### config.mk
export PLATFORM = sky130hd
export DESIGN_NAME = alu_calculator
export DESIGN_NICKNAME = d
export VERILOG_FILES = /design/src/rtl/alu_calculator_pkg.sv /design/src/rtl/alu_calculator_hex_to_seven_seg.sv /design/src/rtl/alu_calculator.sv
export SDC_FILE = /design/constraint.sdc
export NUM_CORES = 1
export LEC_CHECK = 0
export BUFFER_PORTS_ARGS = -buffer_cell sky130_fd_sc_hd__buf_2
export CORE_MARGIN = 5
export CORE_UTILIZATION = 55
export CTS_BUF_LIST = sky130_fd_sc_hd__clkbuf_8 sky130_fd_sc_hd__clkbuf_16
export DETAILED_ROUTE_END_ITERATION = 7
export GPL_TIMING_DRIVEN = 0
export HOLD_SLACK_MARGIN = 0.15
export PLACE_DENSITY = 0.83
export SYNTH_ARGS = -nofsm -noshare
export SYNTH_HDL_FRONTEND = slang
export SYNTH_HIERARCHICAL = 1
export SYNTH_SLANG_ARGS = --single-unit
### constraint.sdc
create_clock -name clk -period 19.4 [get_ports clk]
set_input_delay 3.88 -clock clk [delete_from_list [all_inputs] [get_ports clk]]
set_output_delay 3.88 -clock clk [all_outputs]
set_load 0.05 [all_outputs]
### src/rtl/alu_calculator_pkg.sv
// Shared opcodes, seven-segment glyphs and display geometry for the ALU calculator.
package alu_calculator_pkg;

  typedef enum logic [3:0] {
    OP_ADD = 4'h0,
    OP_SUB = 4'h1,
    OP_MUL = 4'h2,
    OP_AND = 4'h3,
    OP_OR  = 4'h4,
    OP_XOR = 4'h5,
    OP_NOT = 4'h6,
    OP_SHL = 4'h7,
    OP_SHR = 4'h8,
    OP_DIV = 4'h9,
    OP_MOD = 4'hA,
    OP_CMP = 4'hB
  } opcode_e;

  // Active-low segment patterns, bit 0 = segment a ... bit 6 = segment g
  localparam logic [6:0] SEG_0     = 7'b1000000;
  localparam logic [6:0] SEG_1     = 7'b1111001;
  localparam logic [6:0] SEG_2     = 7'b0100100;
  localparam logic [6:0] SEG_3     = 7'b0110000;
  localparam logic [6:0] SEG_4     = 7'b0011001;
  localparam logic [6:0] SEG_5     = 7'b0010010;
  localparam logic [6:0] SEG_6     = 7'b0000010;
  localparam logic [6:0] SEG_7     = 7'b1111000;
  localparam logic [6:0] SEG_8     = 7'b0000000;
  localparam logic [6:0] SEG_9     = 7'b0010000;
  localparam logic [6:0] SEG_A     = 7'b0001000;
  localparam logic [6:0] SEG_B     = 7'b0000011;
  localparam logic [6:0] SEG_C     = 7'b1000110;
  localparam logic [6:0] SEG_D     = 7'b0100001;
  localparam logic [6:0] SEG_E     = 7'b0000110;
  localparam logic [6:0] SEG_F     = 7'b0001110;
  localparam logic [6:0] SEG_BLANK = 7'h7F;

  localparam int unsigned NUM_DIGITS = 8;
  localparam int unsigned DIGIT_W    = $clog2(NUM_DIGITS);

endpackage

### src/rtl/alu_calculator_hex_to_seven_seg.sv
// Combinational hex nibble to active-low seven-segment glyph decoder.
module hex_to_seven_seg
  import alu_calculator_pkg::*;
(
  input  logic [3:0] i_hex,
  output logic [6:0] o_seg
);

  // Map each nibble value onto its glyph
  always_comb begin
    o_seg = SEG_BLANK;
    case (i_hex)
      4'h0: o_seg = SEG_0;
      4'h1: o_seg = SEG_1;
      4'h2: o_seg = SEG_2;
      4'h3: o_seg = SEG_3;
      4'h4: o_seg = SEG_4;
      4'h5: o_seg = SEG_5;
      4'h6: o_seg = SEG_6;
      4'h7: o_seg = SEG_7;
      4'h8: o_seg = SEG_8;
      4'h9: o_seg = SEG_9;
      4'hA: o_seg = SEG_A;
      4'hB: o_seg = SEG_B;
      4'hC: o_seg = SEG_C;
      4'hD: o_seg = SEG_D;
      4'hE: o_seg = SEG_E;
      default: o_seg = SEG_F;
    endcase
  end

endmodule

### src/rtl/alu_calculator.sv
// 4-bit ALU with registered 8-bit result/overflow and a multiplexed
// 8-digit common-anode display of A, B, Opcode and the result.
module alu_calculator
  import alu_calculator_pkg::*;
#(
  parameter int unsigned REFRESH_DIV = 100000
)(
  input  logic       clk,
  input  logic       reset,
  input  logic [3:0] A,
  input  logic [3:0] B,
  input  logic [3:0] Opcode,
  output logic       overflow,
  output logic [7:0] anode,
  output logic [6:0] cathode
);

  localparam int unsigned CNT_W = (REFRESH_DIV > 1) ? $clog2(REFRESH_DIV) : 1;
  localparam logic [CNT_W-1:0] CNT_LAST = CNT_W'(REFRESH_DIV - 1);

  logic [7:0]         r_result;
  logic               r_ovf;
  logic [CNT_W-1:0]   r_cnt;
  logic [DIGIT_W-1:0] r_digit;
  logic [7:0]         r_anode;
  logic [6:0]         r_cathode;

  logic [7:0]  w_a8;
  logic [7:0]  w_b8;
  logic [7:0]  w_sum;
  logic [7:0]  w_prod;
  logic [11:0] w_shl;
  logic [7:0]  w_alu_res;
  logic        w_alu_ovf;
  logic [3:0]  w_nib;
  logic        w_blank;
  logic [6:0]  w_glyph;
  logic [6:0]  w_seg;

  assign w_a8   = {4'h0, A};
  assign w_b8   = {4'h0, B};
  assign w_sum  = w_a8 + w_b8;
  assign w_prod = w_a8 * w_b8;
  // Shift in 12 bits so overflow also sees bits pushed past the 8-bit result
  assign w_shl  = {8'h00, A} << B[2:0];

  // ALU operation select and overflow rules
  always_comb begin
    w_alu_res = '0;
    w_alu_ovf = 1'b0;
    case (Opcode)
      OP_ADD: begin
        w_alu_res = w_sum;
        w_alu_ovf = (w_sum > 8'd15);
      end
      OP_SUB: begin
        w_alu_res = w_a8 - w_b8;
        w_alu_ovf = (A < B);
      end
      OP_MUL: begin
        w_alu_res = w_prod;
        w_alu_ovf = (w_prod > 8'd15);
      end
      OP_AND: w_alu_res = w_a8 & w_b8;
      OP_OR:  w_alu_res = w_a8 | w_b8;
      OP_XOR: w_alu_res = w_a8 ^ w_b8;
      OP_NOT: w_alu_res = {4'h0, ~A};
      OP_SHL: begin
        w_alu_res = w_shl[7:0];
        w_alu_ovf = |w_shl[11:4];
      end
      OP_SHR: w_alu_res = w_a8 >> B[2:0];
      OP_DIV: begin
        if (B == 4'h0) w_alu_ovf = 1'b1;
        else           w_alu_res = w_a8 / w_b8;
      end
      OP_MOD: begin
        if (B == 4'h0) w_alu_ovf = 1'b1;
        else           w_alu_res = w_a8 % w_b8;
      end
      OP_CMP: begin
        if (A > B)      w_alu_res = 8'h01;
        else if (A < B) w_alu_res = 8'hFF;
        else            w_alu_res = 8'h00;
      end
      default: w_alu_ovf = 1'b1;
    endcase
  end

  // Select the nibble shown on the digit currently being scanned
  always_comb begin
    w_nib   = 4'h0;
    w_blank = 1'b0;
    case (r_digit)
      3'd7: w_nib = A;
      3'd6: w_nib = B;
      3'd5: w_nib = Opcode;
      3'd1: w_nib = r_result[7:4];
      3'd0: w_nib = r_result[3:0];
      default: w_blank = 1'b1;
    endcase
  end

  hex_to_seven_seg u_hex_to_seven_seg (
    .i_hex (w_nib),
    .o_seg (w_glyph)
  );

  assign w_seg = w_blank ? SEG_BLANK : w_glyph;

  // Result register, scan timing and registered display pins
  always_ff @(posedge clk) begin
    if (!reset) begin
      r_result  <= '0;
      r_ovf     <= 1'b0;
      r_cnt     <= '0;
      r_digit   <= '0;
      r_anode   <= '1;
      r_cathode <= SEG_BLANK;
    end else begin
      r_result <= w_alu_res;
      r_ovf    <= w_alu_ovf;
      if (r_cnt == CNT_LAST) begin
        r_cnt   <= '0;
        r_digit <= r_digit + 1'b1;
      end else begin
        r_cnt <= r_cnt + 1'b1;
      end
      // Anode and glyph come from the same digit index so they switch together
      r_anode   <= ~(8'b1 << r_digit);
      r_cathode <= w_seg;
    end
  end

  assign overflow = r_ovf;
  assign anode    = r_anode;
  assign cathode  = r_cathode;

endmodule

=== Word-level counts from Yosys, hierarchy flattened ===
Memories as Yosys holds them, arrays and structs flattened. A register that Yosys moved wholly into a read port is not among the register bits.
Index checks and enable logic that the tools add are counted.

* Add/sub/neg operators: 4
* $mul: 1
* Div/mod/pow operators: 2
* Magnitude comparators: 4
* Equal/unequal tests: 16
* Shift operators: 3
* Mux-type cells: 8
* Bitwise operators: 6
* Reduce and logical (&&, ||, !) cells: 10

{| class="wikitable"
|+ Operator list
! operator !! count
|-
| $pmux W8 S12 || 1
|-
| $mux W8 || 4
|-
| $pmux W4 S5 || 1
|-
| $add A17 B1 Y17 const B || 1
|-
| $eq A17 B17 Y1 const B || 1
|-
| $eq A4 B3 Y1 const B || 4
|-
| $eq A4 B4 Y1 const B || 4
|-
| $shl A4 B3 Y12 || 1
|-
| $eq A3 B3 Y1 const B || 3
|-
| $div A4 B4 Y8 || 1
|-
| $eq A4 B2 Y1 const B || 2
|-
| $gt A8 B4 Y1 const B || 1
|-
| $logic_not A4 Y1 || 2
|-
| $mod A4 B4 Y8 || 1
|-
| $mul A4 B4 Y8 || 1
|-
| $not A8 Y8 || 1
|-
| $reduce_or A8 Y1 || 1
|-
| $shl A1 B3 Y8 const A || 1
|-
| $shr A4 B3 Y8 || 1
|-
| $pmux W1 S6 || 1
|-
| $reduce_or A6 Y1 || 1
|-
| $add A4 B4 Y5 || 1
|-
| $gt A5 B4 Y1 const B || 1
|-
| $reduce_or A5 Y1 || 1
|-
| other kinds (16) || 17
|}

* Flip-flop bits (word level): 37
* Memory bits (read-only): 112
* Input bits: 14
* Output and inout bits: 16
* Word-level logic and storage cells: 60
* Memories kept: 1

{| class="wikitable"
|+ Memory list
! name !! depth !! bits a word !! rd ports !! clocked after memory_dff !! wr ports !! line !! source
|-
| (no name shown) || 16 || 7 || 1 || 1 || 0 || alu_calculator_hex_to_seven_seg.sv:12 || <nowiki>case (i_hex)</nowiki>
|}

=== Depth between registers and ports, before layout ===
* Depth after elaboration: 4
* Depth in mapped cells: 55
* Mapped depth without buffers: 53

=== By module ===
The synthesis kept the hierarchy.

{| class="wikitable"
|+ Modules (own cells, without submodules)
! module !! instances !! cells an instance !! area an instance (µm²) !! sequential area each (µm²)
|-
| alu_calculator || 1 || 580 || 4780.8 || 880.8
|-
| hex_to_seven_seg || 1 || 35 || 247.7 || 0.0
|}

=== Worst setup path after synthesis ===
OpenSTA, ideal clock, no wires.

* Kind: input-to-reg
* Start point: input B[1]
* End point: register r_result[1]
* Setup time: 0.074 ns
* Data arrival time: 12.133 ns
* Required time: 19.326 ns
* Path slack: 7.193 ns
* Stages: 45
* Buffers on the path: 1
* Path through: clkinv_1 > ha_1 > o21a_2 > o221ai_1 > nor2_1 > ha_1 > a31o_1 > a2bb2oi_4 > nor3_1 > a21oi_1 > inv_1 > ha_1 > o2111ai_1 > and3_1 > o311ai_2 > o22ai_4 > o32ai_1 > ha_1 > (+9 left out) > o21ai_0 > nand2b_1 > a21oi_1 > o21ai_0 > inv_1 > nand3_2 > mux2_2 > ha_1 > inv_1 > nor2_1 > o21ai_0 > nand2b_1 > a31oi_1 > nand2_1 > nand4bb_1 > buf_6 > mux2_4 > o22ai_2

* Word-level cells in the longest chain between the ends: 4
* Elaborated cells on any way between the ends: 18
* Classes of those cells: add/sub (2); mul (1); div (2); order compare (2); shift (2); mux (5); bitwise (3); reduce/logical (1)

{| class="wikitable"
|+ RTL lines
! item !! line !! source
|-
| start: declaration || alu_calculator.sv:11 || <nowiki>input logic [3:0] B,</nowiki>
|-
| branches (longest 3 deep; another with $mod A4 B4 Y8) || -- ||
|-
| $pmux W8 S12 * || alu_calculator.sv:51 || <nowiki>case (Opcode)</nowiki>
|-
| end signal: assignment || alu_calculator.sv:121 || <nowiki>r_result <= w_alu_res;</nowiki>
|-
| end: declaration || alu_calculator.sv:21 || <nowiki>logic [7:0] r_result;</nowiki>
|}

Every way passes the cells marked *.
A chain may end at the register's enable or synchronous reset.

=== Worst setup path after layout ===
Same ends and word-level chain as after synthesis.

==> PnR_summary.wiki <==
{| class="wikitable"
! Metric !! Value
|-
| Outcome || finished, final reports clean
|-
| Minimum clock period || between 10 and 15 ns
|-
| Post-CTS setup buffer count || 0
|-
| Fraction of post-synthesis cell area in the top cell type by area || approximately 18%
|-
| Data arrival time of the worst path || between 10 and 15 ns
|-
| Count of standard-cell rows || 34
|-
| Full die area || approximately 0.011 mm^2
|-
| Clock-pin slew of the registers on the worst-case setup and hold paths || roughly 0.080 ns
|-
| Largest area contributor in the synthesized netlist || dfxtp_1
|-
| Antenna-violating nets left || 0
|-
| DRC violations left || 0
|-
| Total count of hold-check failures in the final report || 0
|-
| Number of distinct library cell variants in the gate-level netlist after synthesis || 88
|-
| Vias in the first global route || between 4000 and 5000
|-
| Max Clk Rate || roughly 72 MHz
|-
| Cell-internal power || around 230 uW
|-
| Overall track demand over capacity in global routing || a little under a quarter
|-
| Clock network latency to the later pin of the worst-skew pair || about 0.3 ns
|-
| Number of violations of the max-capacitance limit || 0
|-
| Port Buffer Count || 28
|-
| Worst-path fanout max || 18
|-
| Power density of the placed cells || between 70 and 80 mW/mm^2
|-
| Overall overflow remaining after global route || 0
|-
| Final slew viol count || 0
|-
| Maximum ir drop on the vdd rail || 42.8 uV
|-
| Final Total Pwr || 415 uW
|-
| Area overhead of the layout relative to synthesis || 7.54%
|-
| Cell with the most instances on the worst path || ha_1
|-
| Pin count of the biggest net entering global routing || 19
|-
| Vias after detailed routing || between 4000 and 5000
|-
| Clock tree from TritonCTS || yes
|-
| Period Utilization, post-route || between 70% and 80%
|-
| Clock power frac || ~14%
|-
| Share of synthesized flip-flops with an asynchronous set or reset || 0%
|-
| Clock Sink Count || 44
|-
| Data required time at the worst endpoint || ~20 ns
|-
| Global-route wire length before repair || 21500 um
|-
| Setup TNS Final || 0 ns
|-
| Count of nets after finishing || 742
|-
| Setup repair after global routing missed its margin || no
|-
| Type of the worst min-delay path || reg2reg
|-
| Cell family contributing the most delay on the critical path || compound AO/OA/AOI/OAI gates
|-
| Final estimated routing congestion in global placement || 1.02
|-
| Critical Path Slowest Stage Cell || clkinv_1
|-
| Vertical die dimension || between 100 and 150 um
|-
| Starting density of the core || a little under three fifths
|-
| Post-synth EDFFs || 0
|-
| Post-synthesis register bit count || 44
|-
| Layout cell share with drive strength beyond 1 || roughly 14%
|-
| TritonCTS buffer count || 5
|-
| Fin Hold WS || 0.479 ns
|-
| Most frequently used flop master after synthesis || dfxtp_1
|-
| Post-Syn Area per Cell || 8.18 um^2
|-
| Mean number of vias per cell || around 6.3
|-
| Max clock buf depth || 2
|-
| Placeable core region || a little under 0.009 mm^2
|-
| Switching portion of total power || between 40% and 50%
|-
| CTS H-Tree Depth || 2
|-
| Post-cts repair resize count || 0
|-
| Sequential Power Share || roughly 23%
|-
| Library cell used as clock root buffer || clkbuf_8
|-
| Number of antenna violations at the first check in global routing || 0
|-
| Transition time at the pin with the least slew margin || about 0.74 ns
|-
| CP Capture Type || register
|-
| Relative slew margins || 49.9%
|-
| Detailed Route WL || between 10000 and 15000 um
|-
| DR pass1 iterations || 8
|-
| Pre-CTS WS || around 5.3 ns
|-
| Iteration-0 DRC count of the detailed router || around 430
|-
| Static leakage power || approximately 2.3 nW
|-
| Type of the setup path with the least slack || in2reg
|-
| Width of the chip || between 100 and 150 um
|-
| Placed instance count || 754
|-
| Part of the Yosys area used for sequential elements || approximately 18%
|-
| Net switching component of the power || roughly 180 uW
|-
| Post-synthesis cell count || between 600 and 700
|-
| CP Launch Type || input port
|-
| Reg2reg setup slack || ~17 ns
|-
| Diode count || 0
|-
| Maximum cell stage delay along the critical path || 0.62 ns
|-
| Buf+Inv Stages, Crit Path || 6
|-
| Post-Synthesis Cell Area || 0.00503 mm^2
|-
| Post-DP HPWL || 10300 um
|-
| Number of placed I/O pins || 30
|-
| Post-route setup slack || 5.47 ns
|-
| Hold_buf cts || 0
|-
| Final routed wire length divided by cell count || approximately 17 um
|-
| YS warnings || 6
|-
| Comb power frac || a little over three fifths
|-
| Cell types occupying the most area after synthesis || dfxtp_1, ha_1, nor2_1
|-
| Final worst clock skew || about 0.0088 ns
|-
| Final setup violation count || 0
|-
| Non-filler cells, final || between 700 and 800
|}
==> sequential cells by signal, summed over array words and instances (netlist names) <==
signal	flops
r_cnt	17
r_digit	3
cathode	7
anode	8
r_result	8
overflow	1
==> metrics by stage <==
| step | util, % | cell area, um^2 |
|---|---|---|
| 6_report | 61.4 | 5410 |
| 5_1_grt | 61.4 | 5410 |
| 4_1_cts | 61.4 | 5410 |
| 3_5_place_dp | 60.4 | 5320 |
| 3_3_place_gp | 60.4 | 5320 |
| 2_1_floorplan | - | 5040 |
==> synth_stat cells, types with 11 or more instances <==
library cell   n
nand3_1       17
or2_2         11
clkbuf_1      15
xor2_1        12
xnor2_1       22
inv_1         31
nor2_1        60
nor3_1        17
dfxtp_1       44
ha_1          68
a21oi_1       40
mux2i_1       16
o21ai_0       28
nand2_1       45
==> metal layers <==
metal	global-route usage, %	share of wire [%]
met1	30.4	43
met2	38.3	46
met3	4.16	8.2
met4	7.86	2.3
met5	0	0
==> worst paths after layout <==
kind                            startpoint          end  cells after the start
worst min register to register    r_cnt[0]     r_cnt[0]                      1
worst min-delay path              r_cnt[0]     r_cnt[0]                      1
worst max register to register  r_digit[0]   cathode[3]                     10
worst max-delay path                  B[1]  r_result[1]                     46
==> kinds of logic after synthesis <==
group / after synthesis / share of synthesized area [%]
mux: 31 / 7.36
xor+xnor: 34 / 5.92
simple gates: 219 / 22.5
flops: 44 / 17.5
fa+ha+maj: 75 / 19.7
buf+inv: 58 / 5.22
other cells: 1 / 0.0746
compound gates: 153 / 21.7
==> power groups by stage <==
stage | sequential (mW) | combinational, mW | clock (mW)
after CTS | 0.0963 | 0.257 | 0.0587
after floorplan | 0.107 | 0.195 | 0
after global placement | 0.0983 | 0.243 | 0
after global routing | 0.0968 | 0.283 | 0.0638
after detailed placement | 0.0984 | 0.256 | 0
final | 0.0963 | 0.261 | 0.0580
==> area by class of cell <==
cell class / instances / area (um^2)
multi-input cells: 516 / 3900
repair buffers: 28 / 140
fillers: 802 / 3400
inverters: 34 / 128
clock inverters: 2 / 10.0
plain buffers: 24 / 135
flip-flops and latches: 44 / 881
well taps: 108 / 135
clock buffers: 6 / 82.6
==> cells in the final DEF, fill, tap and decap left out, drive strengths merged, types with 11 or more instances in the layout <==
master / n
buf: 36
ha: 68
xnor2: 22
clkbuf: 22
a21oi: 40
nor3: 18
or2: 11
o21ai: 31
inv: 31
xor2: 12
nand3: 18
dfxtp: 44
mux2: 12
nand2: 47
nor2: 60
mux2i: 17
Note: power is estimated with default switching activity, not from simulation.
